==> src/rtl/cache_port_arbiter.sv <==
// ---------------------------------------------------------------------------
// cache_port_arbiter
//
// Purpose: shares a single cache command port between two masters (m0, m1).
// One transaction is in flight at a time.  In IDLE a request is granted
// round-robin: a lone valid port always wins, and on a tie the port that was
// not granted last wins.  The granted command is registered onto the c_*
// outputs and held through ISSUE until the cache takes it (c_stall=0).
// Reads then wait in RESP for the data, which is delivered to the owning
// master with a one-cycle rvalid pulse.
//
// Optional feature macro: CACHE_ARB_FLUSH_EN
//   When defined, flush_req/flush_ack ports exist.  A flush request has
//   absolute priority in IDLE.  It issues a write of 0 to FLUSH_ADDR and
//   pulses flush_ack once the cache stops stalling after acceptance.  The
//   round-robin pointer is left untouched.
//
// Ports:
//   CLK, RST                 clock, synchronous active-high reset
//   m0_*/m1_* (inputs)       valid, we (1=write), addr[W_A], d[W_D]
//   m0_*/m1_* (outputs)      ready (capture pulse), rdata[W_D], rvalid (pulse)
//   c_addr, c_we, c_re, c_d  registered cache command
//   c_q, c_stall             cache read data and stall
//   flush_req, flush_ack     flush handshake (CACHE_ARB_FLUSH_EN only)
// ---------------------------------------------------------------------------
module cache_port_arbiter #(
  parameter int W_D = 32,
  parameter int W_A = 27,
  parameter logic [W_A-1:0] FLUSH_ADDR = 'h10
) (
  input  logic           CLK,
  input  logic           RST,
  input  logic           m0_valid,
  input  logic           m0_we,
  input  logic [W_A-1:0] m0_addr,
  input  logic [W_D-1:0] m0_d,
  output logic           m0_ready,
  output logic [W_D-1:0] m0_rdata,
  output logic           m0_rvalid,
  input  logic           m1_valid,
  input  logic           m1_we,
  input  logic [W_A-1:0] m1_addr,
  input  logic [W_D-1:0] m1_d,
  output logic           m1_ready,
  output logic [W_D-1:0] m1_rdata,
  output logic           m1_rvalid,
  output logic [W_A-1:0] c_addr,
  output logic           c_we,
  output logic           c_re,
  output logic [W_D-1:0] c_d,
  input  logic [W_D-1:0] c_q,
  input  logic           c_stall
`ifdef CACHE_ARB_FLUSH_EN
  ,
  input  logic           flush_req,
  output logic           flush_ack
`endif
);

  typedef enum logic [1:0] {IDLE, ISSUE, RESP} state_t;

  state_t         r_state, w_nState;
  logic           r_owner, w_nOwner;
  logic           r_last, w_nLast;
  logic           r_isFlush, w_nIsFlush;
  logic [W_A-1:0] r_cAddr, w_nAddr;
  logic           r_cWe, w_nWe;
  logic           r_cRe, w_nRe;
  logic [W_D-1:0] r_cD, w_nD;
  logic           r_ready0, w_nReady0;
  logic           r_ready1, w_nReady1;
  logic           r_rvalid0, w_nRvalid0;
  logic           r_rvalid1, w_nRvalid1;
  logic [W_D-1:0] r_rdata0, w_nRdata0;
  logic [W_D-1:0] r_rdata1, w_nRdata1;
  logic           w_flushReq;
  logic           w_pick1;
`ifdef CACHE_ARB_FLUSH_EN
  logic           r_flushAck, w_nFlushAck;
  assign w_flushReq = flush_req;
  assign flush_ack  = r_flushAck;
`else
  assign w_flushReq = 1'b0;
`endif

  // r_last==1 means m1 was granted last, so m0 wins a tie.
  assign w_pick1 = m1_valid && (!m0_valid || !r_last);

  assign c_addr    = r_cAddr;
  assign c_we      = r_cWe;
  assign c_re      = r_cRe;
  assign c_d       = r_cD;
  assign m0_ready  = r_ready0;
  assign m1_ready  = r_ready1;
  assign m0_rvalid = r_rvalid0;
  assign m1_rvalid = r_rvalid1;
  assign m0_rdata  = r_rdata0;
  assign m1_rdata  = r_rdata1;

  // State and registered outputs.  Reset abandons any transaction in flight.
  always_ff @(posedge CLK) begin
    if (RST) begin
      r_state   <= IDLE;
      r_owner   <= 1'b0;
      r_last    <= 1'b1;
      r_isFlush <= 1'b0;
      r_cAddr   <= '0;
      r_cWe     <= 1'b0;
      r_cRe     <= 1'b0;
      r_cD      <= '0;
      r_ready0  <= 1'b0;
      r_ready1  <= 1'b0;
      r_rvalid0 <= 1'b0;
      r_rvalid1 <= 1'b0;
      r_rdata0  <= '0;
      r_rdata1  <= '0;
`ifdef CACHE_ARB_FLUSH_EN
      r_flushAck <= 1'b0;
`endif
    end else begin
      r_state   <= w_nState;
      r_owner   <= w_nOwner;
      r_last    <= w_nLast;
      r_isFlush <= w_nIsFlush;
      r_cAddr   <= w_nAddr;
      r_cWe     <= w_nWe;
      r_cRe     <= w_nRe;
      r_cD      <= w_nD;
      r_ready0  <= w_nReady0;
      r_ready1  <= w_nReady1;
      r_rvalid0 <= w_nRvalid0;
      r_rvalid1 <= w_nRvalid1;
      r_rdata0  <= w_nRdata0;
      r_rdata1  <= w_nRdata1;
`ifdef CACHE_ARB_FLUSH_EN
      r_flushAck <= w_nFlushAck;
`endif
    end
  end

  // Next state and next register values.  Pulses default low; everything
  // else holds, which keeps c_* stable through ISSUE and rdata sticky.
  always_comb begin
    w_nState   = r_state;
    w_nOwner   = r_owner;
    w_nLast    = r_last;
    w_nIsFlush = r_isFlush;
    w_nAddr    = r_cAddr;
    w_nWe      = r_cWe;
    w_nRe      = r_cRe;
    w_nD       = r_cD;
    w_nReady0  = 1'b0;
    w_nReady1  = 1'b0;
    w_nRvalid0 = 1'b0;
    w_nRvalid1 = 1'b0;
    w_nRdata0  = r_rdata0;
    w_nRdata1  = r_rdata1;
`ifdef CACHE_ARB_FLUSH_EN
    w_nFlushAck = 1'b0;
`endif
    case (r_state)
      IDLE: begin
        if (w_flushReq) begin
          w_nIsFlush = 1'b1;
          w_nAddr    = FLUSH_ADDR;
          w_nWe      = 1'b1;
          w_nRe      = 1'b0;
          w_nD       = '0;
          w_nState   = ISSUE;
        end else if (m0_valid || m1_valid) begin
          w_nIsFlush = 1'b0;
          w_nOwner   = w_pick1;
          w_nLast    = w_pick1;
          w_nAddr    = w_pick1 ? m1_addr : m0_addr;
          w_nWe      = w_pick1 ? m1_we : m0_we;
          w_nRe      = w_pick1 ? !m1_we : !m0_we;
          w_nD       = w_pick1 ? m1_d : m0_d;
          w_nReady0  = !w_pick1;
          w_nReady1  = w_pick1;
          w_nState   = ISSUE;
        end
      end
      ISSUE: begin
        if (!c_stall) begin
          w_nWe = 1'b0;
          w_nRe = 1'b0;
          // A flush also waits in RESP: the cache stalls until it is done.
          w_nState = (r_cRe || r_isFlush) ? RESP : IDLE;
        end
      end
      RESP: begin
        if (!c_stall) begin
          w_nState = IDLE;
          if (r_isFlush) begin
`ifdef CACHE_ARB_FLUSH_EN
            w_nFlushAck = 1'b1;
`endif
          end else if (r_owner) begin
            w_nRdata1  = c_q;
            w_nRvalid1 = 1'b1;
          end else begin
            w_nRdata0  = c_q;
            w_nRvalid0 = 1'b1;
          end
        end
      end
      default: w_nState = IDLE;
    endcase
  end

endmodule

==> config.mk <==
export PLATFORM = sky130hd
export DESIGN_NAME = cache_port_arbiter
export DESIGN_NICKNAME = d
export VERILOG_FILES = /design/src/rtl/cache_port_arbiter.sv
export SDC_FILE = /design/constraint.sdc
export NUM_CORES = 1
export LEC_CHECK = 0
export CAP_MARGIN = 20
export CELL_PAD_IN_SITES_DETAIL_PLACEMENT = 2
export CELL_PAD_IN_SITES_GLOBAL_PLACEMENT = 2
export CORE_ASPECT_RATIO = 1.1
export CORE_MARGIN = 1
export CORE_UTILIZATION = 23
export CTS_BUF_LIST = sky130_fd_sc_hd__clkbuf_4 sky130_fd_sc_hd__clkbuf_8 sky130_fd_sc_hd__clkbuf_16
export DETAILED_ROUTE_END_ITERATION = 16
export PLACE_DENSITY = 0.91
export SYNTH_ARGS = -nofsm -noshare
export SYNTH_HDL_FRONTEND = slang
export SYNTH_SLANG_ARGS = --single-unit
==> constraint.sdc <==
create_clock -name CLK -period 4 [get_ports CLK]
set_input_delay 0.8 -clock CLK [delete_from_list [all_inputs] [get_ports CLK]]
set_output_delay 0.8 -clock CLK [all_outputs]
set_load 0.01 [all_outputs]
Yosys cells after proc, flatten, opt, wreduce, memory -nomap -nowiden
Index checks and enable logic that the tools add are counted.

Output and inout port bits: 129. Flip-flop bits (word level): 133. Logic and storage cells: 56. Input port bits: 157.

Bitwise gates (word level): 5. Reductions and logical operators: 17. Equal/unequal tests: 5. Muxes and demuxes: 16.

Operators by type and width (number): 32-bit 2-to-1 mux (1); 27-bit 2-to-1 mux (1); 3-bit AND reduction (4); 2-bit 2-to-1 mux (4); 1-bit 2-to-1 mux (7); 2-bit inequality test, second input constant (3); 2-bit case mux with 3 select lines (1); 3-bit OR reduction (2); 1-bit zero test (5); 1-bit NOT (5); 1-bit case mux with 2 select lines (2); 2-bit by 1-bit equality test with 1-bit output, second input constant (1); 2-bit equality test, second input constant (1); 2-bit zero test (1); 1-bit logical OR (2); 2-bit AND reduction (1); 2-bit nonzero test (1); 1-bit logical AND (1).

Logic depth before layout (Yosys ltp)
Word-level depth: 6. Depth in mapped cells: 6. Gate-level depth less buffers: 3.

Worst setup path before layout
Ideal clock, no wire load.

Path type: in2reg. From: in RST. To: reg r_cAddr[0] (netlist: c_addr[0]). Required time: 3.878 ns. Arrival: 1.770 ns. Stages: 6. Path buffers: 3. Setup time: 0.122 ns. Setup slack: 2.109 ns. Path through: buf_2 > nor3_2 > and3_1 > buf_2 > buf_4 > a221o_1.

RTL lines: from (decl) (RTL line 32) `input logic RST,`; to (signal assigned) (RTL line 125) `r_cAddr <= w_nAddr;`; to (decl) (RTL line 66) `logic [W_A-1:0] r_cAddr, w_nAddr;`.

Worst setup path in the final report
From: in c_stall. To: reg r_rdata0[21] (netlist: m0_rdata[21]).

Word-level cells in the longest chain between the ends: 2.

RTL lines: from (decl) (RTL line 52) `input logic c_stall`; 1-bit NOT (no line); 3-bit AND reduction (no line); to (signal assigned) (RTL line 133) `r_rdata0 <= w_nRdata0;`; to (decl) (RTL line 74) `logic [W_D-1:0] r_rdata0, w_nRdata0;`.

Every way passes these cells. A chain may end at the register's enable or synchronous reset.

==> results.cfg <==
[outcome]
status = finished, final reports clean

[synthesis]
synthTopCellsByArea = dfxtp_1 52%, a221o_1 12%, and4_1 10%
async_flop_share_pct = 0
ys_seq_elements = 133
synthFlopType = dfxtp_1
ys_top_cells_by_count = 133 x dfxtp_1, 129 x nand2_1, 67 x a21oi_1
synth_area_per_cell_um2 = 9.52
netlist_area_um2 = 5100
netlist_instances = 536
synth_top_area_cell = dfxtp_1
synth-edff-count = 0
ys_seq_area_share_pct = 52.2
synth_cell_types = 35
synth_top_area_share_pct = 52.2
post-synth-top-count-cell = dfxtp_1
synthesis.nets = 693
synth-warning-count = 0

[timing]
maxSlewHeadroom_pct = 47.7
rsz0062_at_grt = false
worst_pin_slew_ps = 784
whs_ps = 456
hold_viol = 0
fin_setup_tns_ps = 0
skew_ps = 10.5
setup_violations = 0
period_needed_ps = 2450
maxSlewViolCount = 0
fmax_ghz = 0.408
fin_crit_sh_pct = 61.3
setup_ws_ps = 1550

[clock_network]
cts_hold_buffers = 0
postCtsSetupBuffers = 0
cts_buffers = 17
cts_buffer_depth = 2
tritoncts = yes
clk_latency_ps = 410
root_buffer = clkbuf_16
clkTransAtPathRegs_ps = 60
htree_levels = 4
cts_resized = 0
clock-sinks = 133

[detailed_routing]
viasPerCell = 4.88
wirelength_um = 21100
dr.pass1.iters = 4
routedWlPerCell_um = 19.3
vias = 5349
drc = 0
drtIter0Drc = 165
ant_nets = 0

[placed_design]
placed_cells = 1064
dp_slack_ps = 1130
placed_area_um2 = 8170
dp_hpwl_um = 15000
io_buffers = 285
gp_congestion = 0.685

[floorplanning]
initial_utilization_pct = 23.7
die_x_um = 144
rows = 56
dieArea_um2 = 22800
die_height_um = 158
core_um2 = 21500
pin_count = 286

[global_routing]
grt_pass1_vias = 5996
antenna_found_initial = 0
grt_start_max_net_pins = 73
grt_pass1_wl_um = 32900
track_usage_pct = 18.9
grt_overflow_total = 0

[setup_path]
cp.depth = 5
timing.critical_path.from = c_stall
reg2reg_depth = 5
rrSetupSlack_ps = 1590
cp-end-kind = flip-flop
critPathCapture = m0_rdata[21]$_SDFFE_PP0P_
crit_family = simple AND/OR/NAND/NOR gates
path_cells = clkdlybuf4s50_1 > or4b_1 > buf_16 > nand2_1 > a21oi_1
crit_fanout = 20
cp.required_ps = 4250
cp_slowest_stage_delay_ps = 860
cp_slowest_cell = or4b_1
path_buf_inv = 2
cp-start-kind = input pin
rr_startpoint = r_state[0]$_SDFFE_PP0P_
arrival_ps = 2700
path_class = in2reg
rr_endpoint = c_addr[8]$_SDFFE_PP0P_

[final_layout]
final_cell_area_um2 = 8810
fin_cells = 1096
nFillCells = 2285
drive_gt1_share_pct = 5.96
antennaDiodeCount = 0
nNetsFinal = 950
areaGrowthSynthToFinish_pct = 72.6
final_util_pct = 41.0

[power]
finalPower_mw = 3.64
swShare_pct = 24.0
pwr-share-clk_pct = 46.9
p_per_area_nw_per_um2 = 413
p_comb_share_pct = 13.7
peakVddDrop_mv = 0.254
power_leakage_nw = 3.15
switching_power_uw = 874
seqPwrFrac_pct = 39.4
internal_power_mw = 2.77

[worst_hold_path]
hold_class = reg2reg

[flow_run]
cap_violations = 0
==> logic make-up (layout without fill, tap and decap cells) <==
| family | after synthesis | in the layout | share of synthesized area (%) |
|---|---|---|---|
| simple gates | 205 | 205 | 22.3 |
| compound gates | 136 | 136 | 19.7 |
| flops | 133 | 133 | 52.2 |
| buf+inv | 62 | 332 | 5.88 |
==> state kept, by name (all words and copies together), names as in the netlist <==
| signal | cells |
|---|---|
| m1_rdata | 32 |
| r_last | 1 |
| m0_ready | 1 |
| m1_ready | 1 |
| c_we | 1 |
| m0_rdata | 32 |
| c_re | 1 |
| r_state | 2 |
| m1_rvalid | 1 |
| c_addr | 27 |
| c_d | 32 |
| m0_rvalid | 1 |
| r_owner | 1 |
==> layer usage <==
| metal | part of all wire (%) | GRT usage (%) | vias to the layer above | wire [um] |
|---|---|---|---|---|
| li1 | - | - | 2483 | - |
| met1 | 38 | 19.6 | 2641 | 8000 |
| met2 | 53 | 35.1 | 204 | 11100 |
| met3 | 8.0 | 6.29 | 21 | 1700 |
| met4 | 1.6 | 6.74 | 0 | 339 |
| met5 | 0 | 0 | - | 0 |
==> worst register-to-register path: cells and delay by family (launching register included) <==
kind                   cells  cell delay, ps
AOI/OAI and AO/OA          1             310
buffers and inverters      2            1010
DFF                        1             470
and+or+nand+nor            2             550
==> layout make-up <==
class | instances | area, um^2 | share of cell area [%]
inverter | 5 | 18.8 | 0.213
tap | 290 | 363 | 4.12
sequential | 133 | 2660 | 30.2
clock inverter | 13 | 195 | 2.21
timing repair buffer | 295 | 2960 | 33.5
clock buffer | 19 | 447 | 5.07
multi-input combinational | 341 | 2170 | 24.6
==> power groups by stage <==
stage / clock, mW / sequential, mW / combinational [mW]
finish: 1.71 / 1.43 / 0.498
global route: 1.81 / 1.44 / 0.532
CTS: 1.76 / 1.43 / 0.505
detailed placement: 0 / 1.46 / 0.502
global placement: 0 / 1.46 / 0.490
floorplan: 0 / 1.48 / 0.141
==> cell usage in the layout (no fill, tap or decap), types with 3 or more instances in the layout <==
cell type and instances:
a21oi_1 67, a221o_1 59, and4_1 59, buf_4 8, bufinv_16 4, clkbuf_16 17
clkdlybuf4s50_1 284, clkinv_4 5, dfxtp_1 133, inv_1 5, inv_6 3, nand2_1 129
nor2_1 3
==> how the worst min path moves through the flow <==
stage,from,to,cells after the start
floorplan,r_last$_SDFFE_PP1P_,r_last$_SDFFE_PP1P_,2
global placement,m0_rdata[17]$_SDFFE_PP0P_,m0_rdata[17]$_SDFFE_PP0P_,2
detailed placement,m1_rdata[6]$_SDFFE_PP0P_,m1_rdata[6]$_SDFFE_PP0P_,2
CTS,m1_rdata[6]$_SDFFE_PP0P_,m1_rdata[6]$_SDFFE_PP0P_,2
global route,m0_rdata[27]$_SDFFE_PP0P_,m0_rdata[27]$_SDFFE_PP0P_,2
finish,m1_rdata[6]$_SDFFE_PP0P_,m1_rdata[6]$_SDFFE_PP0P_,2
Note: power is estimated with default switching activity, not from simulation.
